$ cat config.mk
export PLATFORM = sky130hd
export DESIGN_NAME = turn_sequencer_flat
export DESIGN_NICKNAME = d
export VERILOG_FILES = /design/src/rtl/turn_sequencer_if.sv /design/src/rtl/turn_sequencer.sv /design/src/flat_wrapper.sv
export SDC_FILE = /design/constraint.sdc
export NUM_CORES = 1
export LEC_CHECK = 0
export BUFFER_PORTS_ARGS = -buffer_cell sky130_fd_sc_hd__clkbuf_2
export CAP_MARGIN = 20
export CELL_PAD_IN_SITES_DETAIL_PLACEMENT = 1
export CELL_PAD_IN_SITES_GLOBAL_PLACEMENT = 1
export CORE_MARGIN = 2
export CORE_UTILIZATION = 37
export CTS_CLUSTER_DIAMETER = 120
export DETAILED_ROUTE_END_ITERATION = 6
export PLACE_DENSITY = 0.88
export REMOVE_ABC_BUFFERS = 1
export SETUP_SLACK_MARGIN = 0.3
export SLEW_MARGIN = 10
export SYNTH_ARGS = -nofsm -noshare
export SYNTH_HDL_FRONTEND = slang
export SYNTH_SLANG_ARGS = --single-unit
$ cat constraint.sdc
create_clock -name clk -period 1.7 [get_ports clk]
set_input_delay 0.425 -clock clk [delete_from_list [all_inputs] [get_ports clk]]
set_output_delay 0.425 -clock clk [all_outputs]
set_load 0.02 [all_outputs]
$ cat src/rtl/turn_sequencer_if.sv
// Single-cell access port onto the two 5x5 game boards.
// The sequencer drives address/write side; board storage returns read data one cycle later.
interface turn_sequencer_if;
  logic       board_sel;
  logic [2:0] cell_i;
  logic [2:0] cell_j;
  logic       cell_wr_en;
  logic [1:0] cell_wr_data;
  logic [1:0] cell_rd_data;

  modport master (
    output board_sel, cell_i, cell_j, cell_wr_en, cell_wr_data,
    input  cell_rd_data
  );

  modport slave (
    input  board_sel, cell_i, cell_j, cell_wr_en, cell_wr_data,
    output cell_rd_data
  );
endinterface

$ cat src/rtl/turn_sequencer.sv
// Turn-level battleship controller: alternates player and PC shots over the board port,
// resolves hit/miss, tracks ships left and declares victory or defeat.
module turn_sequencer #(
  parameter int BOARD_N   = 5,
  parameter int RETRY_MAX = 8
) (
  input  logic              clk,
  input  logic              rst,
  input  logic              start,
  input  logic [2:0]        player_ships_init,
  input  logic [2:0]        pc_ships_init,
  input  logic              fire,
  input  logic [2:0]        i_actual,
  input  logic [2:0]        j_actual,
  input  logic [2:0]        i_random,
  input  logic [2:0]        j_random,
  turn_sequencer_if.master  board,
  output logic              player_turn,
  output logic              pc_turn,
  output logic              victory,
  output logic              defeat,
  output logic [2:0]        player_ships_left,
  output logic [2:0]        pc_ships_left,
  output logic              shot_valid,
  output logic              shot_hit,
  output logic              shot_reject
);

  localparam int          RW         = $clog2(RETRY_MAX + 1);
  localparam logic [2:0]  COORD_LIM  = 3'(BOARD_N);
  localparam logic [2:0]  COORD_LAST = 3'(BOARD_N - 1);
  localparam logic [RW-1:0] RETRY_LAST = RW'(RETRY_MAX - 1);
  localparam logic [1:0]  CELL_SHIP  = 2'b01;
  localparam logic [1:0]  CELL_HIT   = 2'b10;
  localparam logic [1:0]  CELL_MISS  = 2'b11;

  typedef enum logic [3:0] {
    IDLE, P_WAIT, P_READ, P_EVAL, P_WRITE,
    PC_PICK, PC_READ, PC_EVAL, PC_WRITE, VICTORY, DEFEAT
  } state_e;

  state_e        state_q, state_d;
  logic [2:0]    pc_ships_q, pc_ships_d, player_ships_q, player_ships_d;
  logic [2:0]    cell_i_q, cell_i_d, cell_j_q, cell_j_d;
  logic          board_sel_q, board_sel_d;
  logic          wr_en_q, wr_en_d;
  logic [1:0]    wr_data_q, wr_data_d;
  logic          shot_valid_q, shot_valid_d, shot_hit_q, shot_hit_d;
  logic [RW-1:0] retry_q, retry_d;
  logic          scan_q, scan_d;
  logic [2:0]    scan_i_q, scan_i_d, scan_j_q, scan_j_d;
  logic          player_turn_q, pc_turn_q, victory_q, defeat_q;
  logic          player_turn_d, pc_turn_d, victory_d, defeat_d;
  logic          shot_reject_c, pc_reject;
  logic          cell_shot, cell_ship;

  // Bit 1 set means the cell has already been fired on (hit or miss).
  assign cell_shot = board.cell_rd_data[1];
  assign cell_ship = (board.cell_rd_data == CELL_SHIP);

  always_comb begin
    // NOTE: every variable gets a default before the case so no path leaves it unassigned (no latches).
    state_d        = state_q;
    pc_ships_d     = pc_ships_q;
    player_ships_d = player_ships_q;
    cell_i_d       = cell_i_q;
    cell_j_d       = cell_j_q;
    board_sel_d    = board_sel_q;
    wr_en_d        = 1'b0;
    wr_data_d      = 2'b00;
    shot_valid_d   = 1'b0;
    shot_hit_d     = 1'b0;
    retry_d        = retry_q;
    scan_d         = scan_q;
    scan_i_d       = scan_i_q;
    scan_j_d       = scan_j_q;
    shot_reject_c  = 1'b0;
    pc_reject      = 1'b0;

    unique case (state_q)
      IDLE: begin
        if (start && player_ships_init != 3'd0 && pc_ships_init != 3'd0) begin
          player_ships_d = player_ships_init;
          pc_ships_d     = pc_ships_init;
          state_d        = P_WAIT;
        end
      end
      P_WAIT: begin
        if (fire) begin
          if (i_actual >= COORD_LIM || j_actual >= COORD_LIM) begin
            shot_reject_c = 1'b1;
          end else begin
            cell_i_d    = i_actual;
            cell_j_d    = j_actual;
            board_sel_d = 1'b1;
            state_d     = P_READ;
          end
        end
      end
      P_READ: state_d = P_EVAL;
      P_EVAL: begin
        if (cell_shot) begin
          shot_reject_c = 1'b1;
          state_d       = P_WAIT;
        end else begin
          wr_en_d      = 1'b1;
          wr_data_d    = cell_ship ? CELL_HIT : CELL_MISS;
          shot_valid_d = 1'b1;
          shot_hit_d   = cell_ship;
          state_d      = P_WRITE;
        end
      end
      P_WRITE: begin
        board_sel_d = 1'b0;
        state_d     = PC_PICK;
        if (shot_hit_q) begin
          pc_ships_d = pc_ships_q - 3'd1;
          if (pc_ships_q == 3'd1) state_d = VICTORY;
        end
      end
      PC_PICK: begin
        board_sel_d = 1'b0;
        if (scan_q) begin
          cell_i_d = scan_i_q;
          cell_j_d = scan_j_q;
          state_d  = PC_READ;
        end else if (i_random >= COORD_LIM || j_random >= COORD_LIM) begin
          pc_reject = 1'b1;
        end else begin
          cell_i_d = i_random;
          cell_j_d = j_random;
          state_d  = PC_READ;
        end
      end
      PC_READ: state_d = PC_EVAL;
      PC_EVAL: begin
        if (cell_shot) begin
          pc_reject = 1'b1;
          state_d   = PC_PICK;
        end else begin
          wr_en_d      = 1'b1;
          wr_data_d    = cell_ship ? CELL_HIT : CELL_MISS;
          shot_valid_d = 1'b1;
          shot_hit_d   = cell_ship;
          state_d      = PC_WRITE;
        end
      end
      PC_WRITE: begin
        retry_d  = '0;
        scan_d   = 1'b0;
        scan_i_d = 3'd0;
        scan_j_d = 3'd0;
        state_d  = P_WAIT;
        if (shot_hit_q) begin
          player_ships_d = player_ships_q - 3'd1;
          if (player_ships_q == 3'd1) state_d = DEFEAT;
        end
      end
      VICTORY, DEFEAT: state_d = state_q;
      default: state_d = IDLE;
    endcase

    // Consecutive PC rejects: random retries first, then a row-major sweep that must hit an unshot cell.
    if (pc_reject) begin
      if (scan_q) begin
        if (scan_j_q == COORD_LAST) begin
          scan_j_d = 3'd0;
          scan_i_d = (scan_i_q == COORD_LAST) ? 3'd0 : scan_i_q + 3'd1;
        end else begin
          scan_j_d = scan_j_q + 3'd1;
        end
      end else begin
        retry_d = retry_q + RW'(1);
        if (retry_q == RETRY_LAST) begin
          scan_d   = 1'b1;
          scan_i_d = 3'd0;
          scan_j_d = 3'd0;
        end
      end
    end

    player_turn_d = state_d inside {P_WAIT, P_READ, P_EVAL, P_WRITE};
    pc_turn_d     = state_d inside {PC_PICK, PC_READ, PC_EVAL, PC_WRITE};
    victory_d     = (state_d == VICTORY);
    defeat_d      = (state_d == DEFEAT);
  end

  // NOTE: sequential state uses non-blocking assignments so all registers update from pre-edge values.
  always_ff @(posedge clk or posedge rst) begin
    if (rst) begin
      state_q        <= IDLE;
      pc_ships_q     <= 3'd0;
      player_ships_q <= 3'd0;
      cell_i_q       <= 3'd0;
      cell_j_q       <= 3'd0;
      board_sel_q    <= 1'b0;
      wr_en_q        <= 1'b0;
      wr_data_q      <= 2'b00;
      shot_valid_q   <= 1'b0;
      shot_hit_q     <= 1'b0;
      retry_q        <= '0;
      scan_q         <= 1'b0;
      scan_i_q       <= 3'd0;
      scan_j_q       <= 3'd0;
      player_turn_q  <= 1'b0;
      pc_turn_q      <= 1'b0;
      victory_q      <= 1'b0;
      defeat_q       <= 1'b0;
    end else begin
      state_q        <= state_d;
      pc_ships_q     <= pc_ships_d;
      player_ships_q <= player_ships_d;
      cell_i_q       <= cell_i_d;
      cell_j_q       <= cell_j_d;
      board_sel_q    <= board_sel_d;
      wr_en_q        <= wr_en_d;
      wr_data_q      <= wr_data_d;
      shot_valid_q   <= shot_valid_d;
      shot_hit_q     <= shot_hit_d;
      retry_q        <= retry_d;
      scan_q         <= scan_d;
      scan_i_q       <= scan_i_d;
      scan_j_q       <= scan_j_d;
      player_turn_q  <= player_turn_d;
      pc_turn_q      <= pc_turn_d;
      victory_q      <= victory_d;
      defeat_q       <= defeat_d;
    end
  end

  // A hit is only possible while an unshot ship cell exists, so counters never wrap below zero.
  assert property (@(posedge clk) disable iff (rst)
    (state_q == P_WRITE && shot_hit_q) |-> (pc_ships_q != 3'd0));
  assert property (@(posedge clk) disable iff (rst)
    (state_q == PC_WRITE && shot_hit_q) |-> (player_ships_q != 3'd0));

  assign board.board_sel    = board_sel_q;
  assign board.cell_i       = cell_i_q;
  assign board.cell_j       = cell_j_q;
  assign board.cell_wr_en   = wr_en_q;
  assign board.cell_wr_data = wr_data_q;

  assign player_turn       = player_turn_q;
  assign pc_turn           = pc_turn_q;
  assign victory           = victory_q;
  assign defeat            = defeat_q;
  assign player_ships_left = player_ships_q;
  assign pc_ships_left     = pc_ships_q;
  assign shot_valid        = shot_valid_q;
  assign shot_hit          = shot_hit_q;
  assign shot_reject       = shot_reject_c;

endmodule

$ cat src/flat_wrapper.sv
// flat-port wrapper written by rule: the top's interface ports become plain ports
module turn_sequencer_flat 
#(
  parameter int BOARD_N   = 5,
  parameter int RETRY_MAX = 8
)
  (clk, rst, start, player_ships_init, pc_ships_init, fire, i_actual, j_actual, i_random, j_random, player_turn, pc_turn, victory, defeat, player_ships_left, pc_ships_left, shot_valid, shot_hit, shot_reject, board_board_sel, board_cell_i, board_cell_j, board_cell_wr_en, board_cell_wr_data, board_cell_rd_data);
  turn_sequencer_if board_i ();
  input  logic clk;
  input  logic rst;
  input  logic start;
  input  logic [2:0] player_ships_init;
  input  logic [2:0] pc_ships_init;
  input  logic fire;
  input  logic [2:0] i_actual;
  input  logic [2:0] j_actual;
  input  logic [2:0] i_random;
  input  logic [2:0] j_random;
  output logic player_turn;
  output logic pc_turn;
  output logic victory;
  output logic defeat;
  output logic [2:0] player_ships_left;
  output logic [2:0] pc_ships_left;
  output logic shot_valid;
  output logic shot_hit;
  output logic shot_reject;
  output wire logic [$bits(board_i.board_sel)-1:0] board_board_sel;
  output wire logic [$bits(board_i.cell_i)-1:0] board_cell_i;
  output wire logic [$bits(board_i.cell_j)-1:0] board_cell_j;
  output wire logic [$bits(board_i.cell_wr_en)-1:0] board_cell_wr_en;
  output wire logic [$bits(board_i.cell_wr_data)-1:0] board_cell_wr_data;
  input wire logic [$bits(board_i.cell_rd_data)-1:0] board_cell_rd_data;
  assign board_board_sel = board_i.board_sel;
  assign board_cell_i = board_i.cell_i;
  assign board_cell_j = board_i.cell_j;
  assign board_cell_wr_en = board_i.cell_wr_en;
  assign board_cell_wr_data = board_i.cell_wr_data;
  assign board_i.cell_rd_data = board_cell_rd_data;
  turn_sequencer #(.BOARD_N(BOARD_N), .RETRY_MAX(RETRY_MAX)) u_core (.clk(clk), .rst(rst), .start(start), .player_ships_init(player_ships_init), .pc_ships_init(pc_ships_init), .fire(fire), .i_actual(i_actual), .j_actual(j_actual), .i_random(i_random), .j_random(j_random), .board(board_i), .player_turn(player_turn), .pc_turn(pc_turn), .victory(victory), .defeat(defeat), .player_ships_left(player_ships_left), .pc_ships_left(pc_ships_left), .shot_valid(shot_valid), .shot_hit(shot_hit), .shot_reject(shot_reject));
endmodule
==> reports/results.md <==
## Outcome
- **run status** complete, but fails checks
- **failing checks** negative setup slack

## Worst setup path
- **critical path's largest stage delay** 0.46 ns
- **CP Launch Type** flop
- **reg2reg end** u_core.player_ships_left[2]
- **library cell contributing the largest single delay on the critical path** dfrtp_2
- **cells along the critical path** nor2_4, buf_6, buf_6, and4bb_4, a21o_1, buf_4, o21ai_0, a22oi_1
- **category of cells accounting for the largest share of critical-path delay** compound AO/OA/AOI/OAI gates
- **total number of cells along the worst setup path** 8
- **count of cells along the worst register-to-register path** 8
- **Worst R2R Start** u_core.state_q[3]
- **required time reported for the critical path endpoint** 1.89 ns
- **category of the worst setup path capture point** flop
- **Top cell by count, worst path** buf_6
- **worst setup slack for register-to-register paths** -0.18 ns
- **buffers plus inverters on the worst setup path** 3
- **Arr. time, crit path** 2.07 ns
- **Setup CP Type** flop to flop
- **maximum fanout count along the critical path** 4

## Drt
- **detailed-route DRC error count** 0
- **total wire length** 9916 um
- **routed vias** 2374
- **Avg WL per Cell** 24.42 um
- **DRT Pass-1 Iters** 4
- **routed via count divided by cell count** 5.847
- **DRC violation total after the first TritonRoute iteration** 123
- **Routed Antenna Nets** 0

## Logic synthesis
- **sequential area share after synthesis** 0.4101
- **prevailing post-synth register cell** dfrtp_1
- **average footprint of a synthesized cell** 9.450 um2
- **number of flops mapped to enable cells by yosys** 0
- **compound-cell area share of the yosys netlist** 0.2144
- **combinational family with the most area after synthesis** compound AO/OA/AOI/OAI gates
- **register bit total from synthesis** 35
- **mux share of post-synthesis cell area** 0.06561
- **Synth Area in Simple Gates** 0.2004
- **instance count of the mapped netlist** 226
- **arithmetic-cell share of the synthesized area counting full adders, half adders and majority gates** 0.05272
- **share of synthesized flip-flops with an asynchronous set or reset** 1.000
- **post-synthesis instance area** 0.002136 mm2
- **number of warnings issued by yosys** 0
- **Post-Synth XOR/XNOR Area** 0.004101
- **number of distinct library cells after synthesis** 50

## Clocking
- **clock tree from TritonCTS** done
- **Root Buffer Master** clkbuf_8
- **clock-pin slew reported for the worst setup and hold paths after clock tree synthesis** 0.08 ns
- **insertion delay to the later sink of the worst-skew pair** 0.30 ns
- **clk sink count** 35
- **number of H-tree branching levels** 2
- **maximum number of buffers from clock root to sink** 2
- **TritonCTS Buffers** 5

## GRT
- **vias in the first global route** 2362
- **antenna violations before repair** 0
- **pin count of the biggest net entering global routing** 36
- **total overflow reported by the global router** 0
- **All-Layer GR Usage** 0.2516
- **first-pass GRT wire length** 12110 um

## Place
- **HPWL Detailed** 4775 um
- **total of buffers placed on input and output ports** 46
- **total cell area at the placement stage** 0.002678 mm2
- **last weighted congestion value of the routability-driven placer** 0.8421
- **Post-Place Setup Slack** -0.1933 ns

## Layout
- **commonest non-fill, non-tap cells in the layout** buf_4 (43), clkbuf_2 (42), dfrtp_1 (31)
- **end-of-flow core utilization** 0.6104
- **commonest non-fill, non-tap cell in the layout** buf_4
- **number of antenna diodes** 0
- **synthesis-to-finish area growth** 58.35%
- **share of final-layout standard cells stronger than drive strength 1** 0.5449
- **area of all placed cells without fillers** 0.003382 mm2
- **number of nets in the layout** 367

## Timing
- **Tightest Pin Transition** 0.4676 ns
- **final clock period utilization by the worst path** 1.106
- **number of pins with negative max-slew slack in the final report** 0
- **Setup Skew** 0.007061 ns
- **time the final worst path needs with I/O delays and setup** 1.880 ns
- **Max Clock Freq** 531.9 MHz
- **final number of setup-violating endpoints** 15
- **worst hold-check slack** 0.2081 ns
- **number of hold-slack violations in the final timing report** 0
- **relative max-transition margin** 0.6882
- **post-layout worst setup margin** -0.1800 ns
- **setup repair after global routing missed its margin** yes

## Die
- **Chip Width** 79.98 um
- **Placeable Area** 0.005540 mm2
- **die boundary height** 79.98 um
- **die area** 0.006396 mm2
- **initial core utilization** 0.3855
- **I/O Pins** 47
- **Rows** 27

## Worst hold path
- **worst min-delay path category** input pin to asynchronous set/reset pin

## Power
- **VDD IR max** 830.3 uV
- **Pwr Total** 5912 uW
- **power per standard cell area** 1748 mW/mm2
- **leakage power** 0.001653 uW

## Flow run
- **max cap viols** 0

[cells in the mapped netlist, drive strengths merged (6+ instances only)]
cell type | count | area [um2]
nand2b | 7 | 43.79
inv | 13 | 48.80
nor3 | 7 | 45.04
mux2 | 6 | 90.09
nor2 | 21 | 78.83
nand2 | 16 | 60.06
ha | 9 | 112.6
o21ai | 10 | 50.05
dfrtp | 35 | 875.8
buf | 7 | 47.54
a21oi | 17 | 85.08
nand3 | 7 | 35.03
[report_power, final]
group	switching, uW	total (uW)	internal (uW)
logic	2010	3870	1850
clock network	331	650	319
registers	270	1400	1130
[worst max path at each step]
stage	from	endpoint
finish	u_core.state_q[3]	u_core.player_ships_left[2]
global route	u_core.state_q[3]	u_core.player_ships_left[2]
CTS	u_core.state_q[2]	shot_reject
detailed placement	j_actual[1]	u_core.board.cell_j[0]
global placement	i_actual[0]	u_core.board.cell_i[2]
floorplan	u_core.state_q[0]	u_core.board.cell_i[0]
[routing by layer]
metal / GRT usage / part of all wire / wire length [um] / up-vias
met5: 0 / 0 / 0 / -
met4: 0.1305 / 0.052 / 516 / 0
met3: 0.04072 / 0.045 / 451 / 37
met2: 0.4467 / 0.53 / 5254 / 107
met1: 0.2880 / 0.37 / 3694 / 1204
li1: - / - / - / 1026
[cell type report]
type / instances / area [um2]
fill: 633 / 2158
tap: 72 / 90.09
clock inverter: 1 / 5.005
multi-input combinational: 167 / 1413
clock buffer: 6 / 82.58
timing repair buffer: 112 / 862.1
inverter: 13 / 48.80
sequential: 35 / 880.8
[state kept, by name, summed over array words and instances (netlist names), 3 cells and up]
name and cells:
u_core.retry_q 4, u_core.scan_i_q 3, u_core.board.cell_j 3, u_core.board.cell_i 3
u_core.player_ships_left 3, u_core.pc_ships_left 3, u_core.state_q 4, u_core.scan_j_q 3
[kinds of logic after synthesis]
family | Yosys count
compound gates | 66
flops | 35
xor+xnor | 1
fa+ha+maj | 9
buf+inv | 24
mux | 11
simple gates | 80
[worst reg2reg max path: cells and delay by family, from the launching register on]
kind,cells,cell delay [ns]
compound gates,3,0.51
flops,1,0.46
simple gates,2,0.46
buf+inv,3,0.33
[repair_timing]
action | CTS | global route
setup endpoints to repair | 32 | 34
pin swaps | 7 | 14
gates resized for setup | 38 | 60
hold buffers | 0 | 0
setup buffers | 8 | 20
[through the flow]
| stage | std cells | TNS (ns) |
|---|---|---|
| global placement | 371 | -1.026 |
| global route | 406 | -2.041 |
| finish | 406 | -0.7323 |
| floorplan | 215 | -2.084 |
| detailed placement | 371 | -1.441 |
| CTS | 386 | -0.07646 |
(Power assumes the default switching activity.)
